### src/rtl/gpu_pkg.sv
// gpu_pkg: shared VRAM arbiter state encoding and parameter defaults
package gpu_pkg;

    localparam int DEF_ADDR_W       = 14;
    localparam int DEF_STARVE_LIMIT = 1024;

    typedef enum logic [1:0] {
        IDLE,
        RD_CAP,
        WR_ACK,
        ACK
    } arb_state_t;

endpackage

### src/rtl/vram_arbiter.sv
// vram_arbiter: shares one VRAM bank between the renderer (absolute priority) and CPU free-cycle access
module vram_arbiter
    import gpu_pkg::*;
#(
    parameter int ADDR_W       = DEF_ADDR_W,
    parameter int DATA_W       = 32,
    parameter int STARVE_LIMIT = DEF_STARVE_LIMIT
) (
    input  logic              clkPixel,
    input  logic              reset,
    input  logic              gpu_req,
    input  logic [ADDR_W-1:0] gpu_addr,
    output logic [DATA_W-1:0] gpu_q,
    output logic              gpu_valid,
    input  logic              cpu_req,
    input  logic              cpu_we,
    input  logic [ADDR_W-1:0] cpu_addr,
    input  logic [DATA_W-1:0] cpu_d,
    output logic [DATA_W-1:0] cpu_q,
    output logic              cpu_ack,
    output logic              cpu_starved,
    output logic [ADDR_W-1:0] ram_addr,
    output logic [DATA_W-1:0] ram_d,
    output logic              ram_we,
    input  logic [DATA_W-1:0] ram_q
);

    localparam int            CW    = $clog2(STARVE_LIMIT + 1);
    localparam logic [CW-1:0] LIMIT = CW'(STARVE_LIMIT);

    arb_state_t        state, state_nx;
    logic [ADDR_W-1:0] addr_q;
    logic [CW-1:0]     wait_cnt;
    logic              grant;

    // reset gates the grant so no write strobe escapes during a reset cycle
    assign grant       = state == IDLE && cpu_req && !gpu_req && !reset;
    assign gpu_q       = ram_q;
    assign ram_d       = cpu_d;
    assign cpu_starved = wait_cnt == LIMIT;

    // state register
    always_ff @(posedge clkPixel) begin
        state <= reset ? IDLE : state_nx;
    end

    // next state: reads capture in RD_CAP, both paths finish with a one-cycle ack cooldown
    always_comb begin
        state_nx = state == IDLE   ? (grant ? (cpu_we ? WR_ACK : RD_CAP) : IDLE) :
                   state == RD_CAP ? ACK : IDLE;
    end

    // port mux and handshake outputs; the address holds when nobody uses the bank
    always_comb begin
        ram_we   = grant & cpu_we;
        ram_addr = gpu_req ? gpu_addr : grant ? cpu_addr : addr_q;
        cpu_ack  = state == WR_ACK || state == ACK;
    end

    // datapath registers: held address, renderer valid, CPU read capture, starvation counter
    always_ff @(posedge clkPixel) begin
        if (reset) begin
            addr_q    <= '0;
            gpu_valid <= 1'b0;
            cpu_q     <= '0;
            wait_cnt  <= '0;
        end else begin
            addr_q    <= ram_addr;
            gpu_valid <= gpu_req;
            if (state == RD_CAP)
                cpu_q <= ram_q;
            if (grant)
                wait_cnt <= '0;
            else if (state == IDLE && cpu_req && wait_cnt != LIMIT)
                wait_cnt <= wait_cnt + CW'(1);
        end
    end

endmodule

### config.mk
export PLATFORM = sky130hd
export DESIGN_NAME = vram_arbiter
export DESIGN_NICKNAME = d
export VERILOG_FILES = /design/src/rtl/gpu_pkg.sv /design/src/rtl/vram_arbiter.sv
export SDC_FILE = /design/constraint.sdc
export NUM_CORES = 1
export LEC_CHECK = 0
export ABC_AREA = 1
export CAP_MARGIN = 15
export CORE_UTILIZATION = 39
export CTS_CLUSTER_SIZE = 20
export DETAILED_ROUTE_END_ITERATION = 7
export PLACE_DENSITY = 0.93
export RECOVER_POWER = 50
export SYNTH_ARGS = -nofsm -noshare
export SYNTH_HDL_FRONTEND = slang
export SYNTH_SLANG_ARGS = --single-unit
### constraint.sdc
create_clock -name clkPixel -period 2.6 [get_ports clkPixel]
set_input_delay 0.65 -clock clkPixel [delete_from_list [all_inputs] [get_ports clkPixel]]
set_output_delay 0.65 -clock clkPixel [all_outputs]
set_load 0.02 [all_outputs]
==> impl_metrics.toml, run 1 <==
[worst_setup_path]
end_kind = "primary output"
rr_startpoint = "wait_cnt[0]"
worst_r2r_path_depth = 6
worstPathRequired_ns = 1.95
start_kind = "input port"
max_stage_delay_ns = 0.29
rrSetupSlack_ns = 0.55
r2r_end = "wait_cnt[5]"
path_delay_family = "buffers and inverters"
crit_arrival_ns = 1.85
path_cells = "dlygate4sd2_1 -> nand2_1 -> inv_2 -> nand3_4 -> bufbuf_16 -> o21ai_1 -> nor2_1 -> inv_1 -> buf_2"
path_class = "in -> out"
crit_buf_inv = 5
crit_path_max_fanout = 8
slowest_stage = "bufbuf_16"

[clocking]
cts_root_buf = "clkbuf_8"
cts_hold_buffers = 0
numCtsBuffers = 9
cts_tree = "yes"
cts.sinks = 60
cts_max_level = 3
clock_latency_ns = 0.32
clk_pin_slew_ns = 0.06
clockBufferDepth = 2

[logic_synthesis]
synth_seq_area_share = 0.386
avgSynthCellArea_um2 = 6.80
synth_seq_cells = 60
synth_xor_area_frac = 0.0112
synth.cell_area_um2 = 3120
synth_fp_nets = 557
synth-simple-area-share = 0.242
synth_top_family_by_area = "buffers and inverters"
netlist_instances = 458
synthMuxAreaShare = 0
synthAdderAreaFrac = 0.00803
synth-compound-area-share = 0.0988
synth_cell_type_count = 20
yosysWarningCount = 0

[routing]
drt_iter0_markers = 117
totalWireLength_um = 8040
post-route-drc-count = 0
avgViaCountPerCell = 4.59
first_pass_iters = 5
routed-via-count = 3049
antenna_left = 0
wl_per_cell_um = 12.1

[global_route]
grt_pass1_vias = 3002
grt_max_degree = 35
antenna_found_initial = 0
grt_overflow_total = 0
grtUsageTotal = 0.195
grt_pass1_wl_um = 13000

[worst_hold_path]
hold_start = "wait_cnt[9]"
min_to = "wait_cnt[9]"
min_path_cells = 2
hold_path_class = "reg -> reg"

[run]
maxCapViolCount = 0

[floorplanning]
die_area_um2 = 8350
fp.dieW_um = 91.4
coreArea_um2 = 7730
io-pin-count = 211
initial_core_util = 0.403
die_h_um = 91.4
row_count = 32

[sta]
rsz0062_at_grt = "no"
fin_worst_hold_slack_ns = 0.504
setup_viol = 0
finalCritPeriodShare = 0.960
max_slew_margin = 0.254
fin_setup_tns_ns = 0
worst_pin_slew_ns = 1.11
skew_ns = 0.00612
finalHoldViolations = 0
slew_violations = 0
fmax_ghz = 0.401
fin_crit_ns = 2.50

[power]
ir_drop_mv = 0.427
p_per_area_nw_per_um2 = 506
p_leak_nw = 2.04

[finish]
areaGrowthSynthToFinish_pct = 43.3
layout_commonest_cell = "clkdlybuf4s50_1"
fin_cells = 664
final_core_util = 0.578
final_cell_mix = "clkdlybuf4s50_1, nor2_1, dfxtp_1"
fin_nets = 656
fin_area_um2 = 4460
drive_gt1_frac = 0.103
antenna_cells = 0

[placed_design]
numPortBuffers = 146
placed_cell_area_um2 = 4290
place_congestion = 0.857
dp_hpwl_um = 5930
dp.cells = 643

[run_status]
status = "completed"
==> flip-flops by register name (all words and copies together), names as in the netlist <==
signal	flops
addr_q	14
cpu_q	32
gpu_valid	1
state	2
wait_cnt	11
==> layer usage <==
metal  up-vias  part of all wire  track usage
met5         -                 0            0
met1      1392              0.42        0.213
met3        21             0.072       0.0553
met4         0             0.016       0.0952
met2       110              0.50        0.343
li1       1526                 -            -
==> Yosys cell counts (all sizes together) <==
master	number	area share
o21ai	48	0.077
nand3	7	0.015
xor2	3	0.0084
inv	58	0.070
dfxtp	60	0.39
nand2	58	0.071
nor2	121	0.15
a21oi	11	0.018
buf	69	0.17
nand4	4	0.0080
ha	2	0.0080
nand3b	1	0.0024
xnor2	1	0.0028
clkbuf	13	0.016
o22ai	2	0.0040
==> cells by family after synthesis <==
logic type / after synthesis
simple gates: 191
buf+inv: 140
compound gates: 61
flops: 60
xor+xnor: 4
fa+ha+maj: 2
==> stage by stage <==
| step | power [mW] | setup slack [ns] |
|---|---|---|
| 6_report | 2.26 | 0.105 |
| 3_5_place_dp | 1.58 | -0.501 |
| 4_1_cts | 2.28 | 0.0197 |
| 2_1_floorplan | 1.36 | 0.443 |
| 3_3_place_gp | 1.56 | -0.474 |
| 5_1_grt | 2.37 | 0.0177 |
==> power breakdown <==
group,leakage (nW),total [mW],internal [mW],switching (mW)
sequential,0.490,0.995,0.971,0.0238
clock,0.0844,0.703,0.370,0.333
combinational,1.47,0.559,0.277,0.282
total,2.04,2.26,1.62,0.639
==> worst max-delay path by stage <==
stage,depth (start not counted),endpoint,startpoint,slack (ns)
global placement,9,ram_addr[3],cpu_req,-0.47
floorplan,8,ram_addr[10],reset,0.44
CTS,5,cpu_starved,wait_cnt[0],0.02
detailed placement,9,ram_addr[12],cpu_req,-0.50
finish,9,ram_addr[4],cpu_req,0.10
global route,9,ram_addr[8],cpu_req,0.02
==> tightest hold or removal path, delay by kind of cell, from the launching register on <==
family             cells  cell delay [ns]
AOI/OAI and AO/OA      1             0.05
DFF                    1             0.33
and+or+nand+nor        1             0.07
==> final cells by class <==
type / instances / area (um2)
sequential: 60 / 1200
multi-input combinational: 259 / 1160
clock inverter: 2 / 10.0
fill: 696 / 3260
tap: 102 / 128
inverter: 58 / 220
clock buffer: 14 / 153
timing repair buffer: 169 / 1600
==> what timing repair did <==
action	4_1_cts	5_1_grt
endpoints found under the hold margin	0	0
gates cloned	2	0
endpoints found under the setup margin	15	2
setup buffers	2	1
pin swaps	1	0
gates resized for setup	73	2
(Power assumes the default switching activity.)
==> run 2, diff against run 1 <==
- HOLD_SLACK_MARGIN: unset -> 0.05
- REMOVE_ABC_BUFFERS: unset -> 1
==> run 2 against run 1 <==
  * Final cell count up 0.30%
  * Sequential power barely moved
  * Power rose by 11%
  * Maximum frequency down 0.64%
  * Critical path depth decreased by 1
  * Core utilization up 1.3 points
  * Via count rose by 4.7%
  * Critical endpoint is now ram_addr[3]
==> impl_metrics.toml, run 2 (synthesized netlist as in run 1, its figures left out) <==
[finish]
seq_area_um2 = 1200
multi_input_area_um2 = 1160
fin_cells = 666
regMostFlops = "cpu_q"
antenna_cells = 0
fillers = 656
final_cell_mix = "clkdlybuf4s50_1, nor2_1, dfxtp_1"
largest_reg_flops = 32
drive_gt1_frac = 0.110
areaGrowthSynthToFinish_pct = 46.4
final_core_util = 0.590
largestRegisters = "cpu_q x32, addr_q x14, wait_cnt x11"
layout_commonest_cell = "clkdlybuf4s50_1"
fin_nets = 658

[floorplanning]
initial_core_util = 0.403
die_area_um2 = 8350
row_count = 32
fp.dieW_um = 91.4
die_h_um = 91.4
coreArea_um2 = 7730
io-pin-count = 211

[routing]
routed-via-count = 3192
post-route-drc-count = 0
avgViaCountPerCell = 4.79
drt_iter0_markers = 238
wl_per_cell_um = 15.9
top_layer = "met5"
dr_wl_met3_um = 1430
met1_length_um = 4020
antenna_left = 0
first_pass_iters = 4
totalWireLength_um = 10600
dr_wl_met2_um = 4900

[sta]
rsz0062_at_grt = "no"
finalCritPeriodShare = 0.966
worst_pin_slew_ns = 1.23
postLayoutSetupSlackWorst_ns = 0.0887
setup_viol = 0
fin_crit_ns = 2.51
skew_ns = 0.00556
slew_violations = 0
max_slew_margin = 0.173
fmax_ghz = 0.398
finalHoldViolations = 0

[placed_design]
place_congestion = 0.828
dp.cells = 638
numPortBuffers = 146
dp_slack_ns = -0.488
dp_hpwl_um = 7770

[clocking]
cts_tree = "yes"
clockBufferDepth = 2
cts_root_buf = "clkbuf_8"
cts_max_level = 3
clk_pin_slew_ns = 0.06
clock_latency_ns = 0.34
numCtsBuffers = 9
cts.sinks = 60

[worst_hold_path]
hold_path_class = "reg -> reg"
min_to = "wait_cnt[10]"
hold_start = "wait_cnt[10]"
min_path_cells = 2

[worst_setup_path]
end_kind = "primary output"
worst_r2r_path_depth = 16
path_cells = "dlygate4sd2_1 -> inv_2 -> nand3_4 -> buf_12 -> o21ai_0 -> nor2_1 -> inv_1 -> buf_4"
r2r_end = "addr_q[11]"
start_kind = "input port"
path_delay_family = "buffers and inverters"
crit_buf_inv = 5
max_stage_delay_ns = 0.26
slowest_stage = "dlygate4sd2_1"
worstPathRequired_ns = 1.95
path_class = "in -> out"
crit_arrival_ns = 1.86
crit_path_max_fanout = 6
rrSetupSlack_ns = 0.30
rr_startpoint = "state[1]"

[global_route]
grt_overflow_total = 0
antenna_found_initial = 0
grt_max_degree = 35
grtUsageTotal = 0.256
grt_pass1_vias = 3248
grt_pass1_wl_um = 16100

[power]
ir_drop_mv = 0.442
power_mw = 2.50
p_per_area_nw_per_um2 = 548
p_leak_nw = 2.10

[run]
maxCapViolCount = 0

[run_status]
status = "completed"
-- run 2: how the worst max path moves through the flow --
stage / to / depth (start not counted) / startpoint / slack [ns]
floorplan: ram_addr[0] / 6 / reset / 0.39
global placement: ram_addr[11] / 9 / cpu_req / -0.46
detailed placement: ram_addr[2] / 9 / cpu_req / -0.49
CTS: cpu_starved / 5 / wait_cnt[0] / 0.02
global route: ram_addr[1] / 8 / reset / 0.004
finish: ram_addr[3] / 8 / reset / 0.09
-- run 2: tightest hold or removal path: cells and delay by family, from the launching register on --
family	cells	cell delay (ns)
and+or+nand+nor	1	0.07
DFF	1	0.33
AOI/OAI and AO/OA	1	0.05
-- run 2: metal layers --
metal,vias up,GRT usage
met2,158,0.402
met5,-,0.0513
met4,2,0.0939
li1,1528,-
met1,1485,0.267
met3,19,0.174
-- run 2: area by class of cell --
type | instances | area share
clock buffer | 11 | 0.0310
timing repair buffer | 171 | 0.360
sequential | 60 | 0.263
inverter | 58 | 0.0477
clock inverter | 5 | 0.0165
multi-input combinational | 259 | 0.254
tap | 102 | 0.0280
-- run 2: stage by stage --
stage | area [um2] | TNS (ns) | hold WS [ns]
2_1_floorplan | 2540 | 0 | 0.458
3_3_place_gp | 4250 | -6.35 | 0.469
3_5_place_dp | 4250 | -6.72 | 0.481
4_1_cts | 4570 | 0 | 0.490
5_1_grt | 4560 | 0 | 0.531
6_report | 4560 | 0 | 0.503
-- run 2: timing repair --
action	in CTS	in global routing
endpoints found under the hold margin	0	0
cloned	2	0
buffers inserted	10	0
resized for setup	79	2
hold buffers	0	0
pin swaps	6	1
setup endpoints to repair	15	3
-- run 2: where the power goes --
| part | internal [mW] | total (mW) | switching (mW) |
|---|---|---|---|
| clock | 0.561 | 0.923 | 0.362 |
| combinational | 0.285 | 0.581 | 0.296 |
| sequential | 0.970 | 0.995 | 0.0243 |
